[src/rtl/parity_frame_tx.sv]
// -----------------------------------------------------------------------------
// parity_frame_tx
//
// Serial frame transmitter for a 4-bit nibble and its even parity bit.
// The line carries: start (0), b[0], b[1], b[2], b[3], parity, stop (1).
// Each bit is held for CLKS_PER_BIT clock cycles. tx comes from a register.
//
// Parameters:
//   CLKS_PER_BIT - clock cycles per serial bit (1..255), default 4
//
// Ports:
//   clk   in  1  clock, rising edge
//   rst   in  1  asynchronous active-high reset
//   b     in  4  data nibble
//   p     in  1  even parity bit for b
//   start in  1  transmit request, sampled only while ready=1
//   ready out 1  idle and able to accept
//   tx    out 1  serial line, idles high
//   done  out 1  one-cycle pulse as the stop bit completes
//   perr  out 1  parity mismatch pulse (checker only)
//
// Optional feature: define PARITY_FRAME_CHECK_EN to recompute ^b at accept.
// A mismatch with p pulses perr for one cycle and the recomputed parity is
// sent instead of p. Without the macro, perr is tied to 0 and p is sent as is.
// -----------------------------------------------------------------------------
module parity_frame_tx #(
   parameter int CLKS_PER_BIT = 4
) (
   input  logic       clk,
   input  logic       rst,
   input  logic [3:0] b,
   input  logic       p,
   input  logic       start,
   output logic       ready,
   output logic       tx,
   output logic       done,
   output logic       perr
);

   localparam int CW = $clog2(CLKS_PER_BIT + 1);
   localparam logic [CW-1:0] CNT_LAST = CW'(CLKS_PER_BIT - 1);

   typedef enum logic [2:0] {
      IDLE,
      START,
      DATA,
      PARITY,
      STOP
   } state_t;

   state_t        state_reg, state_next;
   logic [CW-1:0] cnt_reg, cnt_next;
   logic [1:0]    idx_reg, idx_next;
   logic [3:0]    shift_reg, shift_next;
   logic          par_reg, par_next;
   logic          tx_reg, tx_next;
   logic          done_reg, done_next;
   logic          bit_end;
   logic          par_load;

`ifdef PARITY_FRAME_CHECK_EN
   logic          perr_reg, perr_next;
   logic          mismatch;

   // The line always carries correct even parity, whatever p says.
   assign mismatch = (^b) != p;
   assign par_load = ^b;
`else
   assign par_load = p;
`endif

   assign bit_end = (cnt_reg == CNT_LAST);

   always_ff @(posedge clk or posedge rst) begin
      if (rst) begin
         state_reg <= IDLE;
         cnt_reg   <= '0;
         idx_reg   <= '0;
         shift_reg <= '0;
         par_reg   <= 1'b0;
         tx_reg    <= 1'b1;
         done_reg  <= 1'b0;
`ifdef PARITY_FRAME_CHECK_EN
         perr_reg  <= 1'b0;
`endif
      end else begin
         state_reg <= state_next;
         cnt_reg   <= cnt_next;
         idx_reg   <= idx_next;
         shift_reg <= shift_next;
         par_reg   <= par_next;
         tx_reg    <= tx_next;
         done_reg  <= done_next;
`ifdef PARITY_FRAME_CHECK_EN
         perr_reg  <= perr_next;
`endif
      end
   end

   // tx_next is the value the line will carry in the cycle after this edge,
   // so every transition loads the first level of the state being entered.
   always_comb begin
      state_next = state_reg;
      cnt_next   = cnt_reg;
      idx_next   = idx_reg;
      shift_next = shift_reg;
      par_next   = par_reg;
      tx_next    = tx_reg;
      done_next  = 1'b0;
`ifdef PARITY_FRAME_CHECK_EN
      perr_next  = 1'b0;
`endif

      // Bit-time counter runs in every non-idle state.
      if (state_reg != IDLE) begin
         cnt_next = bit_end ? '0 : cnt_reg + CW'(1);
      end

      case (state_reg)
         IDLE: begin
            tx_next = 1'b1;
            if (start) begin
               shift_next = b;
               par_next   = par_load;
               cnt_next   = '0;
               idx_next   = '0;
               tx_next    = 1'b0;
               state_next = START;
`ifdef PARITY_FRAME_CHECK_EN
               perr_next  = mismatch;
`endif
            end
         end
         START: begin
            if (bit_end) begin
               tx_next    = shift_reg[0];
               state_next = DATA;
            end
         end
         DATA: begin
            if (bit_end) begin
               if (idx_reg == 2'd3) begin
                  tx_next    = par_reg;
                  state_next = PARITY;
               end else begin
                  // Bit 1 becomes bit 0 after the shift.
                  tx_next    = shift_reg[1];
                  shift_next = shift_reg >> 1;
                  idx_next   = idx_reg + 2'd1;
               end
            end
         end
         PARITY: begin
            if (bit_end) begin
               tx_next    = 1'b1;
               state_next = STOP;
            end
         end
         STOP: begin
            if (bit_end) begin
               tx_next    = 1'b1;
               done_next  = 1'b1;
               state_next = IDLE;
            end
         end
         default: begin
            tx_next    = 1'b1;
            state_next = IDLE;
         end
      endcase
   end

   assign ready = (state_reg == IDLE);
   assign tx    = tx_reg;
   assign done  = done_reg;
`ifdef PARITY_FRAME_CHECK_EN
   assign perr  = perr_reg;
`else
   assign perr  = 1'b0;
`endif

endmodule

[config.mk]
export PLATFORM = sky130hd
export DESIGN_NAME = parity_frame_tx
export DESIGN_NICKNAME = d
export VERILOG_FILES = /design/src/rtl/parity_frame_tx.sv
export SDC_FILE = /design/constraint.sdc
export NUM_CORES = 1
export LEC_CHECK = 0
export CORE_MARGIN = 3
export CORE_UTILIZATION = 45
export CTS_BUF_LIST = sky130_fd_sc_hd__clkbuf_4 sky130_fd_sc_hd__clkbuf_8
export CTS_CLUSTER_DIAMETER = 120
export DETAILED_ROUTE_END_ITERATION = 10
export PLACE_DENSITY = 0.67
export SKIP_LAST_GASP = 1
export SLEW_MARGIN = 20
export SYNTH_ARGS = -nofsm -noshare
export SYNTH_HDL_FRONTEND = slang
export SYNTH_SLANG_ARGS = --single-unit
[constraint.sdc]
create_clock -name clk -period 2 [get_ports clk]
set_clock_uncertainty 0.1 [all_clocks]
set_input_delay 0.4 -clock clk [delete_from_list [all_inputs] [get_ports clk]]
set_output_delay 0.4 -clock clk [all_outputs]
set_load 0.1 [all_outputs]
# Word-level counts from Yosys, hierarchy flattened
# Index checks and enable logic that the tools add are counted.
[totals] out_inout_bits=4 wordCells=58 reg_bits=15 inputBits=8
[classes] addsub=2 n_mux=27 n_reduce_logical=8 eq_ne=14
[op_table] op="2-to-1 mux 3 bit" n=10
[op_table] op="one-hot mux 3 bit (5 select lines)" n=1
[op_table] op="inequality test 2 bit, second input constant" n=7
[op_table] op="2-to-1 mux 4 bit" n=3
[op_table] op="equality test 3 x 2 -> 1 bit, second input constant" n=3
[op_table] op="one-hot mux 4 bit (2 select lines)" n=1
[op_table] op="2-to-1 mux 1 bit" n=7
[op_table] op="2-to-1 mux 2 bit" n=3
[op_table] op="AND reduction 6 bit" n=1
[op_table] op="one-hot mux 1 bit (4 select lines)" n=1
[op_table] op="one-hot mux 2 bit (2 select lines)" n=1
[op_table] op="AND reduction 4 bit" n=1
[op_table] op="adder 3 x 1 -> 3 bit, second input constant" n=1
[op_table] op="equality test 3 x 1 -> 1 bit, second input constant" n=1
[op_table] op="equality test 3 bit, second input constant" n=1
[op_table] op="zero test 3 bit" n=1
[op_table] op="AND reduction 3 bit" n=1
[op_table] op="nonzero test 3 bit" n=1
[op_table] op="adder 2 x 1 -> 2 bit, second input constant" n=1
[op_table] op="equality test 2 bit, second input constant" n=1
[op_table] op="inequality test 2 x 1 -> 1 bit, second input constant" n=1
[op_table] op="AND reduction 2 bit" n=1
[op_table] op="nonzero test 2 bit" n=1
[op_table] op="OR reduction 2 bit" n=1

# Logic depth before layout (Yosys ltp)
[depth] word_depth=5 depth_mapped=6 mapped_depth_nobuf=5

# Worst setup path before layout
# OpenSTA, ideal clock, no wires.
[synth_path] kind="register to register" startpoint="register state_reg[2]" endpoint="register par_reg" stages_incl_launch_ff=6 t_arrival_ns=1.463 path_buffers=1 t_required_ns=1.775 setup_slack_ns=0.312 path_cell_list="dfrtp_1 buf_6 or3_4 clkinv_4 nand2_2 mux2_4"
[synth_between] elab_chain_cells=2
[synth_lines] element="start: declaration" line_no="51" rtl="state_t state_reg, state_next;"
[synth_lines] element="start signal: assignment" line_no="87" rtl="state_reg <= state_next;"
[synth_lines] element="zero test 3 bit"
[synth_lines] element="named net ready" line_no="34" rtl="output logic ready,"
[synth_lines] element="AND reduction 2 bit (no line)"
[synth_lines] element="end signal: assignment" line_no="91" rtl="par_reg <= par_next;"
[synth_lines] element="end: declaration" line_no="55" rtl="logic par_reg, par_next;"
# The timed path passes the listed nets, and every way through them passes these cells.
# A chain may end at the register's enable or synchronous reset.

# Worst setup path in the final report
[layout_path] startpoint="register state_reg[1]" endpoint="output ready"
[layout_between] elab_chain_cells=1
[layout_lines] element="zero test 3 bit" line_no="173" rtl="assign ready = (state_reg == IDLE);"
[layout_lines] element="end: declaration" line_no="34"
# No other way between the ends.

==> flow_metrics.py <==
metrics = {
    "status": {
        "run_status": "complete, no violations",
    },
    "yosys": {
        "yosys_register_bits": 15,
        "yosysSeqAreaShare_pct": 45.20,
        "yosysTopAreaCell": "dfrtp_1",
        "netlist_area_um2": 833.3,
        "yosys.cell_types.count": 39,
        "synth_area_leaders": "dfrtp_1 42%, ha_1 4.5%, nand2_1 4.1%",
        "yosysWarnings": 0,
        "synthCells": 83,
        "avgSynthCellArea_um2": 10.04,
        "synth_ff_type": "dfrtp_1",
        "synth_edf_count": 0,
        "yosysTopAreaCellShare_pct": 42.04,
        "synth_fp_nets": 94,
        "async_reset_ff_share_pct": 100.0,
    },
    "worst_setup_path": {
        "max_stage_delay_ns": 0.49,
        "crit_start": "state_reg[1]",
        "crit_slowest_cell": "dfrtp_2",
        "cp.required_ns": 1.50,
        "cp-end-kind": "output port",
        "crit_chain": "or3_4 -> clkinv_4 -> buf_12",
        "path_max_fanout": 13,
        "arrival_ns": 1.43,
        "start_kind": "flop",
        "cp_top_family": "flip-flops",
        "r2r_start": "idx_reg[0]",
        "crit_cells": 3,
        "r2r_cells": 5,
        "worstSetupPathType": "flop to output port",
        "path_buf_inv": 2,
    },
    "timing": {
        "rsz0062_at_grt": "no",
        "fin_crit_ns": 1.928,
        "fmax_ghz": 0.5188,
        "setup_tns_ns": 0,
        "slew_violations": 0,
        "tightest_slew_ns": 0.5741,
        "setup_viol": 0,
        "finalCritPeriodShare_pct": 96.38,
        "final-hold-violation-count": 0,
        "timing.final.ws_setup_ns": 0.07239,
        "slew_headroom_pct": 61.69,
    },
    "floorplan": {
        "die-area_um2": 2404,
        "fp-row-count": 14,
        "start_util_pct": 51.15,
        "ios": 12,
        "die_width_um": 49.03,
        "die_y_um": 49.03,
        "coreArea_um2": 1629,
    },
    "job": {
        "drv_cap": 0,
    },
    "detailed_routing": {
        "drtAntennaViolNets": 0,
        "drt_wl_total_um": 1571,
        "drt_iter0_drc": 16,
        "vias": 647,
        "drc": 0,
        "vias_per_cell": 5.303,
        "first_pass_iters": 4,
        "wl_per_cell_um": 12.88,
    },
    "layout": {
        "drive_above_1_share_pct": 22.45,
        "final_common_cell": "dfrtp_1",
        "final_nets": 110,
        "syn_to_final_growth_pct": 22.82,
        "layout_common_cells": "12 x dfrtp_1, 9 x nand2_1, 7 x clkdlybuf4s50_1, 7 x buf_4, 4 x o21ai_1",
        "largest_reg_flops": 4,
        "diodes": 0,
    },
    "clock_network": {
        "cts.reportedPaths.clkPinSlew_ns": 0.10,
        "numCtsBuffers": 3,
        "clock-sinks": 15,
        "clk_latency_ns": 0.28,
        "cts_tree": "yes",
        "clockBufferDepth": 2,
        "root_buffer": "clkbuf_4",
        "htreeDepth": 1,
    },
    "grt": {
        "grt_overflow": 0,
        "grt_pass1_vias": 560,
        "antenna_found_initial": 0,
        "grt_pass1_wl_um": 2615,
        "grt_start_max_net_pins": 16,
        "gr-usage-all-layers_pct": 14.26,
    },
    "placement": {
        "gp_congestion": 0.7996,
        "place_ws_ns": 0.1711,
        "numPortBuffers": 10,
        "hpwlAfterDp_um": 1160,
    },
    "power_and_ir_drop": {
        "p_leak_nw": 0.4487,
        "power.density_nw_per_um2": 1616,
        "power_mw": 1.654,
        "ir_drop_mv": 1.306,
    },
    "hold_path": {
        "hold_class": "input port to async pin",
    },
}
-- final timing paths --
kind | endpoint | slack (ns)
max | ready | 0.07
min | shift_reg[1] | 0.36
max reg2reg | tx | 0.34
min reg2reg | idx_reg[0] | 0.40
max in group asynchronous | state_reg[1] | 1.02
min in group clk | idx_reg[0] | 0.40
-- layout make-up --
| class | instances | area [um^2] |
|---|---|---|
| fill | 143 | 605.6 |
| multi-input combinational | 59 | 404.1 |
| sequential | 15 | 379.1 |
| timing repair buffer | 16 | 162.7 |
| tap | 24 | 30.03 |
| clock buffer | 3 | 22.52 |
| inverter | 4 | 20.02 |
| clock inverter | 1 | 5.005 |
-- where the power goes --
| part | internal (mW) | total, mW | switching [mW] |
|---|---|---|---|
| sequential | 0.427 | 0.522 | 0.0954 |
| clock | 0.0742 | 0.174 | 0.100 |
| combinational | 0.417 | 0.957 | 0.540 |
| total | 0.918 | 1.65 | 0.736 |
-- stage by stage --
step / util [%] / area, um^2 / cells / hold slack [ns]
2_1_floorplan: - / 833.3 / 83 / 0.2008
4_1_cts: 61.83 / 1007 / 120 / 0.3793
6_report: 62.83 / 1023 / 122 / 0.3575
5_1_grt: 62.83 / 1023 / 122 / 0.4200
3_3_place_gp: 60.06 / 978.4 / 116 / 0.3839
3_5_place_dp: 60.06 / 978.4 / 116 / 0.3861
-- layer usage --
metal / global-route usage (%) / wire length (um)
met4: 7.109 / 21
met2: 17.65 / 648
met5: 0 / 0
met3: 2.752 / 81
met1: 22.65 / 820
-- cell families (layout without fill, tap and decap cells) --
| group | Yosys count | count (layout) | synth area share [%] |
|---|---|---|---|
| buf+inv | 9 | 24 | 6.306 |
| flops | 15 | 15 | 45.20 |
| simple gates | 29 | 29 | 19.52 |
| mux | 4 | 4 | 5.705 |
| fa+ha+maj | 3 | 3 | 4.505 |
| compound gates | 22 | 22 | 18.32 |
| other cells | 1 | 1 | 0.4500 |
-- Yosys cell counts (2+ instances only) --
cell and count:
a21oi_1 3, nor2b_1 3, ha_1 3, o22ai_1 3
a2bb2oi_1 3, nand2b_1 2, o21a_1 2, nor2_1 3
buf_2 2, inv_1 3, nand3_1 2, dfrtp_1 14
o21ai_1 4, o2bb2ai_1 2, nand3b_1 2, nand2_1 9
-- timing repair --
item | CTS | global route
pin swaps | 0 | 0
resized for setup | 1 | 1
setup buffers | 0 | 2
endpoints found under the setup margin | 1 | 1
hold buffers | 0 | 0
-- worst reg2reg max path, cell delays in order, from the launching register on --
cell       delay, ns
dfrtp_1         0.38
ha_1            0.24
mux2_2          0.35
nand2_1         0.07
o2111ai_1       0.13
mux2_1          0.32
(Power assumes the default switching activity.)
==> edit: new RTL, same flow settings <==
`shift_reg` no longer has a reset.
--- a/src/rtl/parity_frame_tx.sv
+++ b/src/rtl/parity_frame_tx.sv
@@ -76,7 +76,6 @@
          state_reg <= IDLE;
          cnt_reg   <= '0;
          idx_reg   <= '0;
-         shift_reg <= '0;
          par_reg   <= 1'b0;
          tx_reg    <= 1'b1;
          done_reg  <= 1'b0;
@@ -87,7 +86,6 @@
          state_reg <= state_next;
          cnt_reg   <= cnt_next;
          idx_reg   <= idx_next;
-         shift_reg <= shift_next;
          par_reg   <= par_next;
          tx_reg    <= tx_next;
          done_reg  <= done_next;
@@ -95,6 +93,10 @@
          perr_reg  <= perr_next;
 `endif
       end
+   end
+
+   always_ff @(posedge clk) begin
+      shift_reg <= shift_next;
    end
 
    // tx_next is the value the line will carry in the cycle after this edge,
Function: same outputs for any inputs over 10 cycles, from zero or initial values and one cycle with rst high; that may be too few to reach the edited logic, so the function may still have changed.
==> edit against the unedited design <==
  * Die area is 2.4% lower
  * Total power is 4.4% lower
  * Count of clock-buffer cells in the layout is 1 higher
  * Maximum frequency down 0.32%
  * Largest cell class is now flip-flops and latches
  * Clock power grew 2%
  * Wire length decreased by 7.1%
  * Non-clock buffer count did not move
  * Core utilization about the same
  * Synthesized area decreased by 2.7%
  * Hold slack got worse by 0.039 ns
  * Worst setup slack got worse by 0.0061 ns
  * Cell area down 2.1%
  * Sequential cell count unchanged
==> edit: results (changes against the unedited design) <==
| Metric | Value |
|---|---|
| Synth Area in Adders | 4.63% (+0.13 points) |
| Wire per inst | 12.6 µm (-2.3%) |
| Setup slack, reg-to-reg | 0.26 ns (-0.08 ns) |
| Post-synth EDFFs | 4 (+4) |
| Global-route wire length before repair | 2.37 mm (-9.3%) |
| Dpl hpwl | 1.11 mm (-4.1%) |
| Compound-gate portion of the synthesized area | 10.2% (-8.1 points) |
| Fillers | 137 (-4.2%) |
| Initial DRC count | 10 (-6) |
| Final Non-Filler Cells | 116 (-4.9%) |
| Mux cell area share after synthesis | 8.64% (+2.9 points) |
| Total GRT Usage | 13.2% (-1.1 points) |
| Nets@finish | 104 (-5.5%) |
| Commonest cells in the netlist | dfrtp_1 (10), nand2_1 (10), o21ai_0 (6), nor2_1 (5) |
| Critical Path Max Stage Delay | 0.43 ns (-0.06 ns) |
| Leak pwr | 0.441 nW (-1.6%) |
| Share of cells above drive strength 1 | 27.2% (+4.7 points) |
| Reg clk slew, reported paths | 0.08 ns (-0.02 ns) |
| Setup WS pre-CTS | 0.0682 ns (-0.103 ns) |
| Seq/Total Area, Yosys | 48.9% (+3.7 points) |
| Post-Synthesis Cells | 77 (-7.2%) |
| Top cells by area, synth | dfrtp_1 (31%), edfxtp_1 (15%), mux2_2 (5.6%), ha_1 (4.6%), nand2_1 (4.6%) |
| Ys async rst share | 73.3% (-27 points) |
| Worst ir drop on vdd | 0.767 mV (-41%) |
| Status | finished clean |
| Dpl cells | 108 (-6.9%) |
| Yosys cell types | 34 (-13%) |
| Largest net degree at the start of global routing | 12 (-4) |
| Vias | 604 (-6.6%) |
| Area after DPL | 940 µm² (-4.0%) |
| Critical path peak fanout | 4 (-9) |
| Number of global-route vias before repair | 535 (-4.5%) |
| Syn nets | 88 (-6.4%) |
==> edit: cell types whose count changed after synthesis, sizes merged, moves of 2 or more <==
cell,unedited run,this run
edfxtp,0,4
dfrtp,14,10
mux2,3,5
nor2,3,5
o21a,2,0
nor3b,2,0
a2bb2oi,3,0
o22ai,3,0
==> edit: timing repair <==
item	4_1_cts	5_1_grt
pin swaps	0	1
setup buffers	0	4
setup endpoints to repair	1	1
gates resized for setup	1	1
gates cloned	0	0
==> edit: worst reg2reg max path, cell delays in order, from the launching register on <==
cell and delay [ns]:
dfrtp_1 0.43, ha_1 0.24, and4bb_2 0.25, o21ai_0 0.31, inv_1 0.16
==> edit: area by class of cell <==
class | count | area share, %
sequential | 15 | 39.8
multi-input combinational | 53 | 36.1
timing repair buffer | 16 | 16.2
inverter | 4 | 1.87
tap | 24 | 3.00
clock buffer | 4 | 3.00
==> edit: path summary, 6_finish.rpt <==
| path | depth (start not counted) | end | startpoint |
|---|---|---|---|
| worst max register to register | 4 | shift_reg[3] | cnt_reg[0] |
| worst min-delay path | 2 | par_reg | rst |
| worst max-delay path | 3 | ready | state_reg[0] |
| min in group clk | 1 | idx_reg[1] | idx_reg[1] |
| max in group asynchronous | 2 | tx | rst |
| worst min register to register | 1 | idx_reg[1] | idx_reg[1] |
==> edit: per-layer routing <==
metal | wire length [µm] | share of wire [%] | global-route usage (%)
met3 | 62 | 4.2 | 2.76
met5 | 0 | 0 | 0
met1 | 710 | 49 | 17.2
met2 | 673 | 46 | 21.1
met4 | 14 | 0.96 | 5.69
==> edit: stage by stage <==
stage / util, % / hold WS, ns
2_1_floorplan: - / 0.152
3_3_place_gp: 58.9 / 0.379
3_5_place_dp: 58.9 / 0.394
4_1_cts: 60.9 / 0.323
5_1_grt: 62.9 / 0.322
6_report: 62.9 / 0.318
==> edit: logic make-up after synthesis <==
group | Yosys count
and+or+nand+nor | 30
DFF | 15
buffers and inverters | 9
adders and majority gates | 3
muxes | 6
other | 1
AOI/OAI and AO/OA | 13
==> edit: where the power goes <==
part           switching (mW)  internal (mW)
Clock                  0.0876         0.0908
Sequential             0.0883          0.441
Combinational           0.486          0.387
